<file path="src/rtl/demux18_pkg.sv">
// Shared constants and FSM state type for the 1:8 TDM demultiplexer.
package demux18_pkg;

   localparam int NUM_SLOTS = 8;
   localparam int SLOT_W    = 3;

   typedef enum logic [0:0] {
      ST_HUNT   = 1'b0,
      ST_LOCKED = 1'b1
   } demux18_state_e;

endpackage

</file>
<file path="src/rtl/demux18_slot_ctr.sv">
// Slot counter for the TDM demux: advances per consumed sample, reloads to 1
// when a sync sample is taken as slot 0, flags the last slot of a frame.
module demux18_slot_ctr
   import demux18_pkg::*;
(
   input  logic              clk,
   input  logic              rst,
   input  logic              inc,
   input  logic              load1,
   output logic [SLOT_W-1:0] slot,
   output logic              wrap
);

   logic [SLOT_W-1:0] slot_d;
   logic [SLOT_W-1:0] slot_q;

   // next slot value
   always_comb begin
      slot_d = slot_q;
      if (load1) begin
         slot_d = SLOT_W'(1);
      end else if (inc) begin
         slot_d = slot_q + SLOT_W'(1);
      end else begin
         slot_d = slot_q;
      end
   end

   // slot register
   always_ff @(posedge clk or posedge rst) begin
      if (rst) begin
         slot_q <= SLOT_W'(0);
      end else begin
         slot_q <= slot_d;
      end
   end

   assign slot = slot_q;
   assign wrap = (slot_q == SLOT_W'(NUM_SLOTS - 1));

endmodule

</file>
<file path="src/rtl/demux18_tdm.sv">
// Time-division 1:8 demultiplexer with frame sync and lock FSM.
// Define DEMUX18_SLOT_OUT_EN to expose the current slot on output s.
module demux18_tdm
   import demux18_pkg::*;
#(
   parameter int WIDTH = 1
) (
   input  logic              clk,
   input  logic              rst,
   input  logic              en,
   input  logic              sync,
   input  logic [WIDTH-1:0]  din,
   output logic [WIDTH-1:0]  y0,
   output logic [WIDTH-1:0]  y1,
   output logic [WIDTH-1:0]  y2,
   output logic [WIDTH-1:0]  y3,
   output logic [WIDTH-1:0]  y4,
   output logic [WIDTH-1:0]  y5,
   output logic [WIDTH-1:0]  y6,
   output logic [WIDTH-1:0]  y7,
   output logic              frame_valid,
   output logic              locked,
   output logic              sync_err
`ifdef DEMUX18_SLOT_OUT_EN
   ,
   output logic [SLOT_W-1:0] s
`endif
);

   demux18_state_e    state_d, state_q;
   logic [WIDTH-1:0]  hold_d [0:NUM_SLOTS-2];
   logic [WIDTH-1:0]  hold_q [0:NUM_SLOTS-2];
   logic [WIDTH-1:0]  y_d    [0:NUM_SLOTS-1];
   logic [WIDTH-1:0]  y_q    [0:NUM_SLOTS-1];
   logic              frame_valid_d, frame_valid_q;
   logic              sync_err_d, sync_err_q;
   logic              locked_d, locked_q;
   logic              slot_inc_s, slot_load_s, slot_wrap_s;
   logic [SLOT_W-1:0] slot_s;

   demux18_slot_ctr u_slot_ctr (
      .clk   (clk),
      .rst   (rst),
      .inc   (slot_inc_s),
      .load1 (slot_load_s),
      .slot  (slot_s),
      .wrap  (slot_wrap_s)
   );

   // next-state, hold capture and frame publish
   always_comb begin
      state_d       = state_q;
      hold_d        = hold_q;
      y_d           = y_q;
      frame_valid_d = 1'b0;
      sync_err_d    = 1'b0;
      slot_inc_s    = 1'b0;
      slot_load_s   = 1'b0;
      if (en) begin
         case (state_q)
            ST_HUNT: begin
               if (sync) begin
                  hold_d[0]   = din;
                  slot_load_s = 1'b1;
                  state_d     = ST_LOCKED;
               end else begin
                  state_d     = ST_HUNT;
               end
            end
            ST_LOCKED: begin
               if (sync && (slot_s != SLOT_W'(0))) begin
                  // realign: the partial frame is dropped, this sample is slot 0
                  sync_err_d  = 1'b1;
                  hold_d[0]   = din;
                  slot_load_s = 1'b1;
               end else if (slot_wrap_s) begin
                  for (int k = 0; k < NUM_SLOTS - 1; k++) begin
                     y_d[k] = hold_q[k];
                  end
                  y_d[NUM_SLOTS-1] = din;
                  frame_valid_d    = 1'b1;
                  slot_inc_s       = 1'b1;
               end else begin
                  for (int k = 0; k < NUM_SLOTS - 1; k++) begin
                     if (slot_s == SLOT_W'(k)) begin
                        hold_d[k] = din;
                     end else begin
                        hold_d[k] = hold_q[k];
                     end
                  end
                  slot_inc_s = 1'b1;
               end
            end
            default: begin
               state_d = ST_HUNT;
            end
         endcase
      end else begin
         state_d = state_q;
      end
      locked_d = (state_d == ST_LOCKED);
   end

   // state and output registers
   always_ff @(posedge clk or posedge rst) begin
      if (rst) begin
         state_q       <= ST_HUNT;
         frame_valid_q <= 1'b0;
         sync_err_q    <= 1'b0;
         locked_q      <= 1'b0;
         for (int k = 0; k < NUM_SLOTS - 1; k++) begin
            hold_q[k] <= '0;
         end
         for (int k = 0; k < NUM_SLOTS; k++) begin
            y_q[k] <= '0;
         end
      end else begin
         state_q       <= state_d;
         frame_valid_q <= frame_valid_d;
         sync_err_q    <= sync_err_d;
         locked_q      <= locked_d;
         hold_q        <= hold_d;
         y_q           <= y_d;
      end
   end

   assign y0          = y_q[0];
   assign y1          = y_q[1];
   assign y2          = y_q[2];
   assign y3          = y_q[3];
   assign y4          = y_q[4];
   assign y5          = y_q[5];
   assign y6          = y_q[6];
   assign y7          = y_q[7];
   assign frame_valid = frame_valid_q;
   assign sync_err    = sync_err_q;
   assign locked      = locked_q;
`ifdef DEMUX18_SLOT_OUT_EN
   assign s           = slot_s;
`endif

endmodule

</file>
<file path="config.mk">
export PLATFORM = sky130hd
export DESIGN_NAME = demux18_tdm
export DESIGN_NICKNAME = d
export VERILOG_FILES = /design/src/rtl/demux18_pkg.sv /design/src/rtl/demux18_slot_ctr.sv /design/src/rtl/demux18_tdm.sv
export SDC_FILE = /design/constraint.sdc
export NUM_CORES = 1
export LEC_CHECK = 0
export ABC_AREA = 1
export BUFFER_PORTS_ARGS = -buffer_cell sky130_fd_sc_hd__buf_2
export CORE_MARGIN = 8
export CORE_UTILIZATION = 35
export CTS_BUF_LIST = sky130_fd_sc_hd__clkbuf_16
export CTS_CLUSTER_DIAMETER = 50
export DETAILED_ROUTE_END_ITERATION = 8
export GPL_TIMING_DRIVEN = 0
export PLACE_DENSITY = 0.58
export SYNTH_ARGS = -nofsm -noshare
export SYNTH_HDL_FRONTEND = slang
export SYNTH_SLANG_ARGS = --single-unit
</file>
<file path="constraint.sdc">
create_clock -name clk -period 1.75 [get_ports clk]
set_input_delay 0 -clock clk [delete_from_list [all_inputs] [get_ports clk]]
set_output_delay 0 -clock clk [all_outputs]
set_load 0.05 [all_outputs]
</file>
-- Yosys cells after proc, flatten, opt, wreduce, memory -nomap -nowiden
Cells that the tools add are included.
- logic and storage cells: 72
- output and inout port bits: 11
- register bits: 21
- input bits: 5
- equal/unequal tests: 10
- bitwise operators: 3
- mux-type cells: 27
- add/sub/neg operators: 1
- reductions and logical operators: 12
- operators by type and width (operator ; number):
    5-bit AND reduction ; 6
    1-bit two-way mux ; 22
    3-bit == test, second input constant ; 4
    4-bit AND reduction ; 2
    7-bit two-way mux ; 1
    3-bit by 2-bit == test with 1-bit output, second input constant ; 2
    3-bit two-way mux ; 2
    1-bit one-hot mux with 2 select lines ; 2
    3-bit by 1-bit adder with 3-bit output, second input constant ; 1
    3-bit by 1-bit == test with 1-bit output, second input constant ; 1
    3-bit zero test ; 1
    3-bit by 1-bit != test with 1-bit output, second input constant ; 1
    3-bit by 2-bit != test with 1-bit output, second input constant ; 1
    1-bit inverter ; 3
    3-bit nonzero test ; 1
    2-bit != test, second input constant ; 1
    2-bit nonzero test ; 1
    1-bit logical AND ; 1

-- Logic depth before layout (Yosys ltp)
- depth after elaboration: 7
- mapped depth: 9
- mapped depth without buffers: 9

-- Hierarchy
From an unflattened synthesis, not the netlist that was laid out.
- cells, all modules: 125
- area, all modules: 1046.0 um2
- by module, submodules not included (module ; area an instance (um2) ; instances ; cells each ; sequential area each (um2)):
    demux18_tdm ; 889.6 ; 1 ; 106 ; 450.4
    demux18_slot_ctr ; 156.4 ; 1 ; 19 ; 75.1

-- Worst setup path after synthesis
Ideal clock, no wire load.
- path type: flip-flop to flip-flop
- start point: register, netlist name locked
- end point: register hold_q[2] in the netlist's numbering
- path buffers: 0
- cell stages (with the launch flop): 8
- setup time: 0.117 ns
- path slack: 0.319 ns
- arrival time: 1.315 ns
- data required time: 1.633 ns
- path through: dfrtp_1 -> nand2_2 -> nor2_4 -> nand2_4 -> nor2_4 -> nand2_1 -> nand2_1 -> nand2_1
- RTL lines (item ; line ; text):
    end signal, assigned ; demux18_tdm.sv:122 ; hold_q <= hold_d;
    end, declared ; demux18_tdm.sv:32 ; logic [WIDTH-1:0] hold_q [0:NUM_SLOTS-2];

-- Worst setup path in the final report
- start point: register u_slot_ctr.slot_q[0], in the netlist u_slot_ctr.slot[0]
- end point: register y_q, in the netlist y6
- longest elaborated chain between the ends: 4
- elaborated cells between the ends (all ways): 5
- ends and longest elaborated chain (item ; line ; text):
    start, declared ; demux18_slot_ctr.sv:15 ; logic [SLOT_W-1:0] slot_q;
    start signal, assigned ; demux18_slot_ctr.sv:34 ; slot_q <= slot_d;
    3-bit nonzero test ; demux18_tdm.sv:71 ; if (sync && (slot_s != SLOT_W'(0))) begin
    1-bit logical AND ; demux18_tdm.sv:71 ;
    1-bit inverter (no source line) ; - ;
    4-bit AND reduction (no source line) (*) ; - ;
    end signal, assigned ; demux18_tdm.sv:123 ; y_q <= y_d;
    end, declared ; demux18_tdm.sv:34 ; logic [WIDTH-1:0] y_q [0:NUM_SLOTS-1];
Every way passes the cells marked *; elsewhere a longest branch is shown, timed or not.
A chain may end at the register's enable or synchronous reset.

==> impl_results.md <==
* Total Routing Usage GR at 0.08466
* Class of the tightest hold or removal check: in2reg
* Area share of fa/ha/maj cells after synthesis at 0.07143
* Number of endpoints failing setup at the final stage at 0
* Diode insertion count for antenna repair at 0
* Max Buffers Root-to-Sink at 2
* Sw Share at 0.4137
* Pleak at a little over 0.0007 uW
* Total net switching power at 843.4 uW
* Leading cell type in the layout, fill and taps excluded: sky130_fd_sc_hd__nand2_1
* Cell area after technology mapping at roughly 1100 um^2
* Pre-Repair DR Iteration Count at 4
* Post-layout utilization of the core at 0.4254
* Simple-Gate Fraction of Synth Area at 0.3369
* Synth Area in Compound Gates at 0.04048
* HPWL after detailed placement at between 1000 and 1500 um
* Overall die area at 5013 um^2
* Unrepaired setup endpoints after global routing: false
* Final clock period utilization by the worst path at 0.8806
* Clock transition at the registers of the reported paths at 60 ps
* Residual DRC at 0
* Combinational group share of total power at 0.399
* Signed area change from the synthesized netlist to the final layout at 19.52%
* Final instance area at about 1300 um^2
* Clock insertion delay at the later pin of the skew report at around 250 ps
* Std cell rows at 20
* Floorplan die height at approximately 71 um
* Portion of synthesized cell area occupied by the leading cell type at 0.5000
* Worst vdd ir at approximately 540 uV
* Vias in the first global route at ~800
* Master cell of the clock root buffer: sky130_fd_sc_hd__clkbuf_16
* XOR/XNOR Fraction of Synth Area at 0
* Crit Reg-Reg Endpoint: y6
* Normalized max-slew margin at 0.4885
* Clk_skew at 4.793 ps
* Cell accounting for the most synthesized area: sky130_fd_sc_hd__dfrtp_1
* Fmax at 0.6489 GHz
* Worst setup path class: reg2reg
* Startpoint of the worst hold path: en
* Sequential-to-total area share from yosys stat at 0.5000
* Part of the total power dissipated in sequential elements at 0.371
* Number of nets in the layout at between 100 and 150
* Unique cell type count in the Yosys netlist at 16
* Clock period minus worst slack at 1541 ps
* Starting density of the core at 0.3559
* End point of the worst hold path: sync_err
* Dominant combinational cell family by area after synthesis: simple AND/OR/NAND/NOR gates
* Commonest cells after routing, fill and taps aside: sky130_fd_sc_hd__nand2_1 (46), sky130_fd_sc_hd__dfrtp_1 (21), sky130_fd_sc_hd__buf_2 (15), sky130_fd_sc_hd__inv_1 (12), sky130_fd_sc_hd__nand3_1 (12)
* Pwr per Cell Area at ~1600 nW/um^2
* Number of instances on the worst hold path at 3
* Vias at ~770
* Count of buffers inserted at the top-level ports at 15
* Synthesized area divided by synthesized cell count at 9.139 um^2
* Synthesis Warnings at 0
* Via-to-Cell Ratio at about 4.6
* Part of the power in the clock network at 0.229
* Critical R2R Launch: u_slot_ctr.slot[0]
* Clock H-tree levels at 1
* Synth top area cells: sky130_fd_sc_hd__dfrtp_1 (50%), sky130_fd_sc_hd__nand2_1 (16%), sky130_fd_sc_hd__ha_1 (7.1%)
* IO Pins at 16
* Synthesized Nets at ~130
* Placement-stage cell area at about 1200 um^2
* Outcome: complete, no violations
* Synthesized instance count at ~120
* Placer's final routability congestion estimate at between 0.7 and 0.8
* Overflow after GRT at 0
* Placeable core region at between 2000 and 3000 um^2
* Number of buffers created by CTS at 3
* Share of layout cells above drive strength 1 at 0.2222
* Setup_tns at 0 ps
* Critical Path Source Type: flip-flop
* Required time at the worst-slack endpoint at approximately 1900 ps
* Worst reg-to-reg setup slack at between 200 and 250 ps
* Depth of the most critical reg-to-reg path at 9
* Initial antenna violation count at 0
* Internal Pwr Total at roughly 1200 uW
* Routed length per instance at about 11 um
* Setup fix buffers added after clock tree synthesis at 0
* Maximum number of pins on one net before global-route repair at 22
* Hold Worst Slack at 43.31 ps
* Post-synthesis register bit count at 21
* Worst slew pin tran at 766.4 ps
* Worst Path Max Fanout at 10
* DRT iter0 DRCs at 43
* Floorplan die width at 70.80 um
* WL final at 1865 um
* Number of maximum-capacitance constraint violations at 0
* Max-slew violations at 0
* Clock tree from TritonCTS: done
* Final Hold Fails at 0
* Data arrival at the endpoint of the critical path at 1680 ps
* Number of clock sinks at 21
* Kind of end point of the critical path: flip-flop
* Global-route wire length before repair at around 3500 um
* Portion of netlist area occupied by mux cells at 0
* Post-route ant nets at 0
[cells by family (layout without fill, tap and decap cells)]
kind of cell,after synthesis,after routing
buf+inv,13,33
simple gates,69,69
flops,21,21
compound gates,6,6
fa+ha+maj,6,6
[cells in the mapped netlist]
cell type,n
sky130_fd_sc_hd__a21oi_4,1
sky130_fd_sc_hd__dfrtp_1,21
sky130_fd_sc_hd__ha_1,6
sky130_fd_sc_hd__inv_1,11
sky130_fd_sc_hd__inv_4,2
sky130_fd_sc_hd__nand2_1,46
sky130_fd_sc_hd__nand2_2,1
sky130_fd_sc_hd__nand2_4,3
sky130_fd_sc_hd__nand2_8,1
sky130_fd_sc_hd__nand3_1,12
sky130_fd_sc_hd__nor2_1,2
sky130_fd_sc_hd__nor2_4,3
sky130_fd_sc_hd__nor2_8,1
sky130_fd_sc_hd__o21ai_0,3
sky130_fd_sc_hd__o21ai_1,1
sky130_fd_sc_hd__o22ai_1,1
[power groups by stage]
| stage | combinational, uW | sequential (uW) | clock (uW) |
|---|---|---|---|
| floorplan | 405 | 1000 | 0 |
| global placement | 808 | 758 | 0 |
| detailed placement | 824 | 766 | 0 |
| CTS | 827 | 760 | 486 |
| global route | 912 | 779 | 502 |
| finish | 814 | 757 | 468 |
[sequential cells by signal, indices dropped and copies added, names as in the netlist]
signal / flops
frame_valid: 1
hold_q: 7
locked: 1
sync_err: 1
u_slot_ctr.slot: 3
y0: 1
y1: 1
y2: 1
y3: 1
y4: 1
y5: 1
y6: 1
y7: 1
[timing repair]
action                    4_1_cts  5_1_grt
hold buffers                    1        0
hold endpoints to repair       21        0
gates resized for setup         0        0
[critical path, stage by stage (launching register included)]
cell and delay, ps:
sky130_fd_sc_hd__dfrtp_1 400, sky130_fd_sc_hd__inv_1 130, sky130_fd_sc_hd__ha_1 280, sky130_fd_sc_hd__nand2_4 100
sky130_fd_sc_hd__nand2_8 90, sky130_fd_sc_hd__nand2_4 70, sky130_fd_sc_hd__nor2_8 170, sky130_fd_sc_hd__inv_4 80
sky130_fd_sc_hd__nand2_1 60, sky130_fd_sc_hd__nand2_1 50
[per-stage QoR]
stage | setup WS, ps | total power (uW) | cells
final | 209.0 | 2039 | 168
after global routing | 42.38 | 2193 | 168
after CTS | 192.7 | 2073 | 168
after detailed placement | 199.7 | 1590 | 163
after global placement | 233.2 | 1566 | 163
after floorplan | 318.6 | 1408 | 115
[how the worst max path moves through the flow]
stage / startpoint / end / slack [ps] / cells past startpoint
floorplan: locked / hold_q[2] / 320 / 7
global placement: u_slot_ctr.slot[0] / y4 / 230 / 9
detailed placement: u_slot_ctr.slot[0] / y6 / 200 / 9
CTS: u_slot_ctr.slot[0] / y6 / 190 / 9
global route: u_slot_ctr.slot[0] / y4 / 40 / 9
finish: u_slot_ctr.slot[0] / y6 / 210 / 9
[layout make-up]
type	count	area (um^2)
fillers	306	1697
repair buffers	16	85.08
clock buffers	3	75.07
clock inverters	1	3.754
flip-flops and latches	21	525.5
inverters	13	53.80
multi-input cells	81	471.7
well taps	33	41.29
[layer usage]
metal	track usage	part of all wire	vias up
met5	0	0	-
met4	0.04850	0.024	0
met3	0.03107	0.072	5
met2	0.1267	0.42	18
met1	0.1018	0.48	346
li1	-	-	399
Note: power is estimated with default switching activity, not from simulation.
